### src/rtl/mlaccel_xfer_ctrl.sv
// Byte-serial transfer engine between the staging buffer and accelerator memory.
// Shares the memory port with the compute core and yields to it only between bytes.
module mlaccel_xfer_ctrl #(
  parameter int MEM_AW = 16,
  parameter int LEN_W  = 8
) (
  input  logic              clock,
  input  logic              reset,
  // Command handshake: a command transfers on a rising edge where cmd_valid
  // and cmd_ready are both high; cmd_ready is high only in IDLE, and a
  // cmd_valid seen while busy is dropped, not held for later.
  input  logic              cmd_valid,
  output logic              cmd_ready,
  input  logic              cmd_dir,
  input  logic [MEM_AW-1:0] cmd_addr,
  input  logic [LEN_W-1:0]  cmd_len,
  output logic              busy,
  output logic              done,
  input  logic              core_req,
  output logic              core_gnt,
  output logic              mem_sel,
  output logic [MEM_AW-1:0] mem_addr,
  output logic              mem_ren,
  output logic              mem_wen,
  output logic [7:0]        mem_wdata,
  input  logic [7:0]        mem_rdata,
  output logic [LEN_W-1:0]  buf_addr,
  output logic              buf_wen,
  output logic [7:0]        buf_wdata,
  input  logic [7:0]        buf_rdata,
  output logic [1:0]        fsm_state
);

  localparam logic [1:0] IDLE  = 2'd0;
  localparam logic [1:0] RD    = 2'd1;
  localparam logic [1:0] WR    = 2'd2;
  localparam logic [1:0] YIELD = 2'd3;

  localparam logic [LEN_W-1:0] LEN_ONE = LEN_W'(1);

  logic [1:0]        state;
  logic [MEM_AW-1:0] base;
  logic [LEN_W-1:0]  len;
  logic              dir;
  logic [LEN_W-1:0]  cnt;
  logic              last_byte;

  assign last_byte = (cnt == (len - LEN_ONE));

  always_ff @(posedge clock) begin
    if (reset) begin
      state    <= IDLE;
      base     <= '0;
      len      <= '0;
      dir      <= 1'b0;
      cnt      <= '0;
      core_gnt <= 1'b0;
      done     <= 1'b0;
    end else begin
      done     <= 1'b0;
      // The grant can only rise where the controller is off the port, so it
      // is never seen together with RD or WR.
      core_gnt <= core_req && ((state == IDLE) || (state == YIELD));
      case (state)
        IDLE: begin
          if (cmd_valid) begin
            base <= cmd_addr;
            len  <= cmd_len;
            dir  <= cmd_dir;
            cnt  <= '0;
            if (cmd_len == '0)
              done <= 1'b1;
            else if (core_req || core_gnt)
              state <= YIELD;
            else
              state <= RD;
          end
        end
        RD: state <= WR;
        WR: begin
          if (last_byte) begin
            state <= IDLE;
            done  <= 1'b1;
          end else begin
            cnt   <= cnt + LEN_ONE;
            state <= core_req ? YIELD : RD;
          end
        end
        YIELD: begin
          // Wait until the core has both dropped its request and seen its grant fall.
          if (!core_req && !core_gnt)
            state <= RD;
        end
        default: state <= IDLE;
      endcase
    end
  end

  // RD fetches the byte from its source; WR stores it at the destination.
  assign cmd_ready = (state == IDLE);
  assign busy      = (state != IDLE);
  assign mem_sel   = (state == RD) || (state == WR);
  assign mem_ren   = (state == RD) && dir;
  assign mem_wen   = (state == WR) && !dir;
  assign buf_wen   = (state == WR) && dir;
  assign mem_addr  = base + MEM_AW'(cnt);
  assign mem_wdata = buf_rdata;
  assign buf_addr  = cnt;
  assign buf_wdata = mem_rdata;
  assign fsm_state = state;

endmodule

### config.mk
export PLATFORM = sky130hd
export DESIGN_NAME = mlaccel_xfer_ctrl
export DESIGN_NICKNAME = d
export VERILOG_FILES = /design/src/rtl/mlaccel_xfer_ctrl.sv
export SDC_FILE = /design/constraint.sdc
export NUM_CORES = 1
export LEC_CHECK = 0
export ABC_AREA = 1
export CORE_MARGIN = 3
export CORE_UTILIZATION = 39
export DETAILED_ROUTE_END_ITERATION = 7
export PLACE_DENSITY = 0.72
export SYNTH_ARGS = -nofsm -noshare
export SYNTH_HDL_FRONTEND = slang
export SYNTH_SLANG_ARGS = --single-unit
### constraint.sdc
create_clock -name clock -period 2.1 [get_ports clock]
set_input_delay 0.21 -clock clock [delete_from_list [all_inputs] [get_ports clock]]
set_output_delay 0.21 -clock clock [all_outputs]
set_load 0.01 [all_outputs]
; ---- After elaboration in Yosys (flattened, before gate mapping)
; Cells that the tools add are included.
[word_totals]
reg_bits = 37
output_inout_bits = 50
[op_classes]
n_addsub = 3
eq_ne = 8
muxes = 14
n_reduce_logical = 18
[ops]
columns = op, n
row1 = $add 16x8->16, 1
row2 = $mux 8, 2
row3 = $pmux 8 s2, 1
row4 = $mux 2, 6
row5 = $add 8x1->8 const B, 1
row6 = $eq 8x8->1, 1
row7 = $logic_not 8->1, 1
row8 = $pmux 2 s4, 1
row9 = $sub 8x1->8 const B, 1
row10 = $ne 2x2->1 const B, 3
row11 = $reduce_and 3->1, 2
row12 = $logic_and 1x1->1, 5
row13 = $eq 2x2->1 const B, 2
row14 = $reduce_bool 2->1, 2
row15 = $logic_not 1->1, 3
row16 = $logic_or 1x1->1, 3
row17 = $mux 1, 3
row18 = $eq 2x1->1 const B, 1
row19 = $logic_not 2->1, 1
row20 = $ne 2x1->1 const B, 1
row21 = $pmux 1 s2, 1
row22 = $reduce_and 2->1, 1

; ---- Longest topological paths before layout
; Gate-level depths: netlist of the first run.
[depth]
word_depth = 5
depth_mapped = 15
mapped_depth_nobuf = 15

; ---- Worst setup path before layout of the first run
; Ideal clock, no wire load.
[synth_path]
kind = flip-flop to output port
start = reg cnt[0], in the netlist buf_addr[0]
end = out mem_addr[14]
arrival_ps = 2092
t_required_ps = 1890
path_slack_ps = -202
path_stages_with_launch = 11
cell_sequence = dfxtp_1 > ha_1 > inv_1 > fa_1 > o21ai_2 > nand4_1 > nand2_1 > nand2_1 > nor3_1 > nand2_1 > xnor2_1
[synth_via]
elab_chain_cells = 1
[synth_rtl]
columns = element, line
row1 = from (decl), 45  ; logic [LEN_W-1:0] cnt;
row2 = from (signal assigned), 85  ; cnt <= cnt + LEN_ONE;
row3 = $add 16x8->16, 106  ; assign mem_addr = base + MEM_AW'(cnt);
row4 = to (decl), 22  ; output logic [MEM_AW-1:0] mem_addr,
; Every way passes these cells.

; ---- Final worst setup path of the first run
[layout_path]
start = reg cnt[0], in the netlist buf_addr[0]
end = out mem_addr[12]
; The elaborated chain is that of the path after synthesis.

==> results of run 1 <==
## per-stage QoR
step | setup TNS (ns) | total power, mW | area (um2) | setup WS, ns
2_1_floorplan | 0 | 2.250 | 2492 | 0.01652
3_3_place_gp | -3.253 | 3.049 | 3311 | -0.4218
3_5_place_dp | -3.742 | 3.082 | 3311 | -0.4635
4_1_cts | -1.625 | 3.711 | 3491 | -0.3713
5_1_grt | -2.742 | 4.041 | 3528 | -0.3822
6_report | -1.245 | 3.704 | 3528 | -0.2282
## routing by layer
layer	global-route usage (%)	routed length, um	vias to the layer above
li1	-	-	1341
met1	24.46	3128	1155
met2	31.21	3126	74
met3	4.515	463	8
met4	6.331	113	0
met5	0	0	-
## final timing paths
| kind | start | end | slack, ns | cells past startpoint |
|---|---|---|---|---|
| setup reg to reg | len[0] | buf_addr[7] | 0.24 | 13 |
| hold / removal | buf_rdata[0] | mem_wdata[0] | 0.42 | 0 |
| hold reg to reg | base[6] | base[6] | 0.50 | 2 |
| setup / recovery | buf_addr[0] | mem_addr[12] | -0.23 | 11 |
## cell families after synthesis
group           count (synthesis)
simple gates                  170
compound gates                 65
buf+inv                        63
flops                          37
xor+xnor                       22
fa+ha+maj                      15
## power groups by stage
stage          Combinational, mW  Clock (mW)  Sequential [mW]
6_report                    2.03       0.611             1.06
5_1_grt                     2.29       0.657             1.09
4_1_cts                     2.03       0.632             1.05
3_5_place_dp                2.03           0             1.05
3_3_place_gp                2.01           0             1.04
2_1_floorplan               1.18           0             1.07
## cell usage in the layout, fill, tap and decap left out, types with 2 or more instances in the layout
cell              n
a21oi_1          26
a21oi_2           4
buf_2            12
buf_4            37
buf_6             2
clkbuf_8          5
clkdlybuf4s50_1  47
dfxtp_1          31
dfxtp_2           5
ha_1             11
ha_4              3
inv_1            35
inv_2             3
nand2_1          70
nand2_2           6
nand3_1          12
nand4_1           6
nor2_1           62
nor2_2            4
nor3_1            5
o21a_1            2
o21ai_0          28
xnor2_1           4
xnor2_2           2
xor2_1           15
## timing repair
action                     CTS  global route
cloned                       0             0
resized for setup           71            12
hold buffers                 0             0
setup endpoints to repair   15            16
pin swaps                   17            12
setup buffers                4             2
## sequential cells by signal (all words and copies together) (netlist names)
name       cells
core_gnt       1
fsm_state      2
dir            1
len            8
base          16
buf_addr       8
done           1
## critical path, stage by stage, from the launching register on
cell	delay [ns]
dfxtp_4	0.36
ha_4	0.14
inv_2	0.04
fa_2	0.34
o21ai_2	0.15
nand4_1	0.11
nand2_2	0.09
nand2_2	0.06
nor3_2	0.13
buf_4	0.14
xor2_1	0.12
buf_2	0.14
## cell type report
cell class                 instances  share of cell area, %
multi-input combinational        272                  44.50
timing repair buffer             101                  24.29
sequential                        37                  21.28
inverter                          39                  4.220
tap                               75                  2.660
clock buffer                       6                  2.057
clock inverter                     2                 0.9929
==> reports/metrics.yaml, run 1 <==
clocking:
  clkTransAtPathRegs_ns: 0.08
  cts_buffers: 5
  h-tree-depth: 2
  insertion_delay_ns: 0.29
  clockBufferDepth: 2
  cts_root_buffer: "clkbuf_8"
  clock-sinks: 37
  cts_tree: "done"
power:
  power.switching_mw: 1.550
  ir_drop_mv: 1.004
  sw_frac_of_total_pct: 41.83
  pwr-share-seq_pct: 28.6
  comb_power_share_pct: 54.9
  p_int_mw: 2.154
  clockPowerShare_pct: 16.5
  power.leakage_nw: 1.652
  powerDensity_mw_per_mm2: 1050
floorplanning:
  core_mm2: 0.006026
  die_y_um: 85.66
  rows: 28
  start_util_pct: 41.07
  die_w_um: 85.66
  pin_count: 95
  die-area_mm2: 0.007338
synth:
  ys_ff_latch: 37
  synth.area.mux_share_pct: 0
  async_flop_share_pct: 0
  synth_edf_count: 0
  avgSynthCellArea_um2: 6.653
  synth_warnings: 0
  synth_xor_area_share_pct: 7.786
  yosysMostFrequentCell: "nand2_1"
  synth_fp_nets: 432
  synth_simple_gate_area_share_pct: 28.61
  synth_common_cells: "nand2_1, nor2_1, dfxtp_1"
  yosys.area.top_type: "dfxtp_1"
  synth_area_leaders: "dfxtp_1, nand2_1, nor2_1"
  syn_area_mm2: 0.002475
  ys_types: 28
  synth_compound_area_share_pct: 13.65
  netlist_instances: 372
  ys_seq_area_share_pct: 29.93
  yosys.area.top_type_share_pct: 29.93
  ys.flop_type: "dfxtp_1"
  synth_top_family_by_area: "simple AND/OR/NAND/NOR gates"
  synth_adder_area_share_pct: 7.887
place:
  placed_cells: 519
  port_buffers: 62
  hpwl_mm: 4.945
  gp_congestion: 0.8580
grt:
  grt_pass1_wl_mm: 11.31
  track_usage_pct: 19.00
  grt_pass1_vias: 2491
  grt_max_degree: 36
  grt_overflow: 0
  antenna_found_initial: 0
sta:
  hold_viol_final: 0
  maxSlewViolCount: 0
  fmax_mhz: 429.5
  finClkSkew_ns: 0.008451
  hold_ws_ns: 0.4200
  rsz0062_at_grt: "true"
  layout_min_cycle_time_ns: 2.328
  worst_pin_slew_ns: 0.5657
  setup_viol: 11
  setup_ws_ns: -0.2282
  fin_crit_sh_pct: 110.9
  slew_headroom_pct: 62.24
finish:
  seq_area_um2: 750.7
  syn2layout_area_growth_pct: 42.57
  nets: 516
  multi_input_area_mm2: 0.001570
  fin_util_pct: 58.55
  drive_gt1_share_pct: 21.44
  insertedDiodeCount: 0
  nFillCells: 573
  final_cells: 532
detailed_routing:
  drcViolationCount: 0
  first_pass_iters: 4
  vias_per_cell: 4.846
  finalWirelength_mm: 6.831
  post_drt_wl_per_cell_um: 12.84
  final_antenna_net_count: 0
  drt-initial-drc-count: 200
  vias: 2578
worst_setup_path:
  arrival_ns: 2.12
  cp_data_required_time_ns: 1.89
  path_max_fanout: 2
  crit_path_end_kind: "primary output"
  path_class: "reg -> out"
  cp-start-kind: "register"
run_status:
  failed_checks: "negative setup slack"
  status: "finished with violations"
run:
  drv_cap: 0
worst_hold_path:
  min_path_type: "in -> out"
(Power assumes the default switching activity.)
==> run 2: changes to the inputs <==
--- a/config.mk
+++ b/config.mk
@@ -11,4 +11,5 @@
 export DETAILED_ROUTE_END_ITERATION = 7
 export PLACE_DENSITY = 0.72
+export SETUP_SLACK_MARGIN = 0.4
 export SYNTH_ARGS = -nofsm -noshare
 export SYNTH_HDL_FRONTEND = slang
==> constraint.sdc (replaced) <==
create_clock -name clock -period 2.1 [get_ports clock]
set_input_delay 0.21 -clock clock [delete_from_list [all_inputs] [get_ports clock]]
set_output_delay 0.21 -clock clock [all_outputs]
set_load 0.05 [all_outputs]
==> reports/metrics.yaml, run 2 (same netlist as run 1, synthesis figures left out) <==
worst_setup_path:
  crit_chain: "ha_4, inv_2, fa_2, o21ai_2, nand4_1, nand2_2, nand2_4, nor3_4, nand2_2, xnor2_4, buf_12"
  critPathMostFrequentCell: "nand2_2"
  r2r_cells: 13  # unchanged
  crit_slowest_cell: "dfxtp_2"
  crit_path_end_kind: "primary output"
  path_class: "reg -> out"
  cp-start-kind: "register"
  arrival_ns: 2.22  # +0.10 ns
  path_max_fanout: 2  # unchanged
  cp_data_required_time_ns: 1.89  # about the same
  crit_path_max_incr_delay_ns: 0.36  # about the same
clocking:
  h-tree-depth: 2  # unchanged
  clock-sinks: 37  # unchanged
  cts_hold_buffers: 0  # unchanged
  clkTransAtPathRegs_ns: 0.08  # about the same
  clockBufferDepth: 2  # unchanged
  cts_tree: "done"
  cts_buffers: 5  # unchanged
  insertion_delay_ns: 0.30  # about the same
  cts_root_buffer: "clkbuf_8"
floorplanning:
  die_w_um: 85.66  # unchanged
  die_y_um: 85.66  # unchanged
  start_util_pct: 41.07  # unchanged
  die-area_mm2: 0.007338  # unchanged
  rows: 28  # unchanged
  core_mm2: 0.006026  # unchanged
  pin_count: 95  # unchanged
sta:
  maxSlewViolCount: 0  # unchanged
  fin_crit_sh_pct: 115.9  # +5.0 points
  hold_viol_final: 0  # unchanged
  finClkSkew_ns: 0.007723  # -0.0007281 ns
  fmax_mhz: 410.8  # -4.3%
  rsz0062_at_grt: "true"
  worst_pin_slew_ns: 0.8537  # +0.2880 ns
  layout_min_cycle_time_ns: 2.434  # +0.1059 ns
  slew_headroom_pct: 43.02  # -19 points
  setup_viol: 11  # unchanged
  setup_ws_ns: -0.3340  # -0.1059 ns
detailed_routing:
  drt-initial-drc-count: 171  # -14%
  first_pass_iters: 5  # +1
  vias: 2707  # +5.0%
  finalWirelength_mm: 7.911  # +16%
  drcViolationCount: 0  # unchanged
  post_drt_wl_per_cell_um: 14.62  # +14%
  vias_per_cell: 5.004  # +3.3%
  final_antenna_net_count: 0  # unchanged
finish:
  largest_reg_flops: 16  # unchanged
  final_cell_mix: "nor2_1, nand2_1, buf_4, clkdlybuf4s50_1"
  largest_register: "base"
  nets: 525  # +1.7%
  final_cells: 541  # +1.7%
  drive_gt1_share_pct: 39.06  # +18 points
  syn2layout_area_growth_pct: 79.88
  insertedDiodeCount: 0  # unchanged
  mostFrequentLayoutCell: "nor2_1"
  finalInstanceArea_mm2: 0.004452  # +26%
grt:
  grt_pass1_wl_mm: 12.30  # +8.7%
  track_usage_pct: 20.69  # +1.7 points
  antenna_found_initial: 0  # unchanged
  grt_overflow: 0  # unchanged
  grt_pass1_vias: 2605  # +4.6%
  grt_max_degree: 31  # -14%
run_status:
  failed_checks: "negative setup slack"
  status: "finished with violations"
worst_hold_path:
  min_delay_path_depth: 0  # unchanged
  min_path_type: "in -> out"
power:
  power.leakage_nw: 2.000  # +21%
  ir_drop_mv: 1.439  # +43%
  powerDensity_mw_per_mm2: 1229  # +17%
place:
  placed_cells: 512  # -1.3%
  gp_congestion: 0.9053  # +5.5%
  port_buffers: 62  # unchanged
  hpwl_mm: 5.365  # +8.5%
  dpl_cell_area_mm2: 0.003822  # +15%
run:
  drv_cap: 0  # unchanged
-- run 2: cell count changes in the layout (fill, tap and decap cells not counted), moves of 10 or more --
cell,change
buf_12,+16
dlygate4sd2_1,+10
dfxtp_4,+10
buf_6,+12
nand2_4,+10
nand2_1,-15
buf_2,-12
a21oi_1,-10
clkdlybuf4s50_1,-18
-- run 2: per-layer routing --
metal	global-route usage [%]	share of wire, %
met1	25.24	41
met2	36.44	51
met3	5.091	6.8
met4	5.180	0.86
met5	0	0
-- run 2: final timing paths --
| path | startpoint | to | slack, ns |
|---|---|---|---|
| min | mem_rdata[0] | buf_wdata[0] | 0.42 |
| max | base[0] | mem_addr[14] | -0.33 |
| min reg2reg | len[7] | len[7] | 0.50 |
| max reg2reg | len[1] | buf_addr[0] | 0.17 |
-- run 2: repair_timing --
item	4_1_cts	5_1_grt
cloned	2	0
gates resized for setup	66	43
endpoints found under the setup margin	39	29
pin swaps	22	18
setup buffers	10	9
-- run 2: critical path, delay by kind of cell (launching register included) --
family / cells / cell delay (ns)
AO/OA/AOI/OAI: 1 / 0.14
buffers and inverters: 2 / 0.18
adder cells (fa/ha/maj): 2 / 0.48
AND/OR/NAND/NOR: 5 / 0.57
XOR/XNOR: 1 / 0.19
flip-flops: 1 / 0.36
-- run 2: report_power, final --
part	leakage [nW]	total (mW)	internal, mW	switching [mW]
Combinational	1.62	3.72	1.49	2.23
Clock	0.0645	0.655	0.376	0.278
Sequential	0.314	1.09	0.903	0.191
-- run 2: stage by stage --
| step | hold slack (ns) | power [mW] | utilization (%) | TNS (ns) | setup WS [ns] |
|---|---|---|---|---|---|
| 2_1_floorplan | 0.3325 | 3.264 | - | -1.039 | -0.3451 |
| 3_3_place_gp | 0.4203 | 4.216 | 63.43 | -0.1770 | -0.09931 |
| 3_5_place_dp | 0.4203 | 4.262 | 63.43 | -0.2863 | -0.1300 |
| 4_1_cts | 0.4203 | 5.147 | 69.75 | -1.658 | -0.3150 |
| 5_1_grt | 0.4201 | 5.795 | 73.88 | -3.359 | -0.4471 |
| 6_report | 0.4200 | 5.472 | 73.88 | -2.333 | -0.3340 |
-- run 2: area by class of cell --
class / count / area (um2)
tap: 75 / 93.84
inverter: 39 / 167.7
clock buffer: 7 / 118.9
timing repair inverter: 1 / 11.26
multi-input combinational: 273 / 2103
timing repair buffer: 108 / 1165
sequential: 37 / 787.0
clock inverter: 1 / 5.005
fill: 434 / 1574
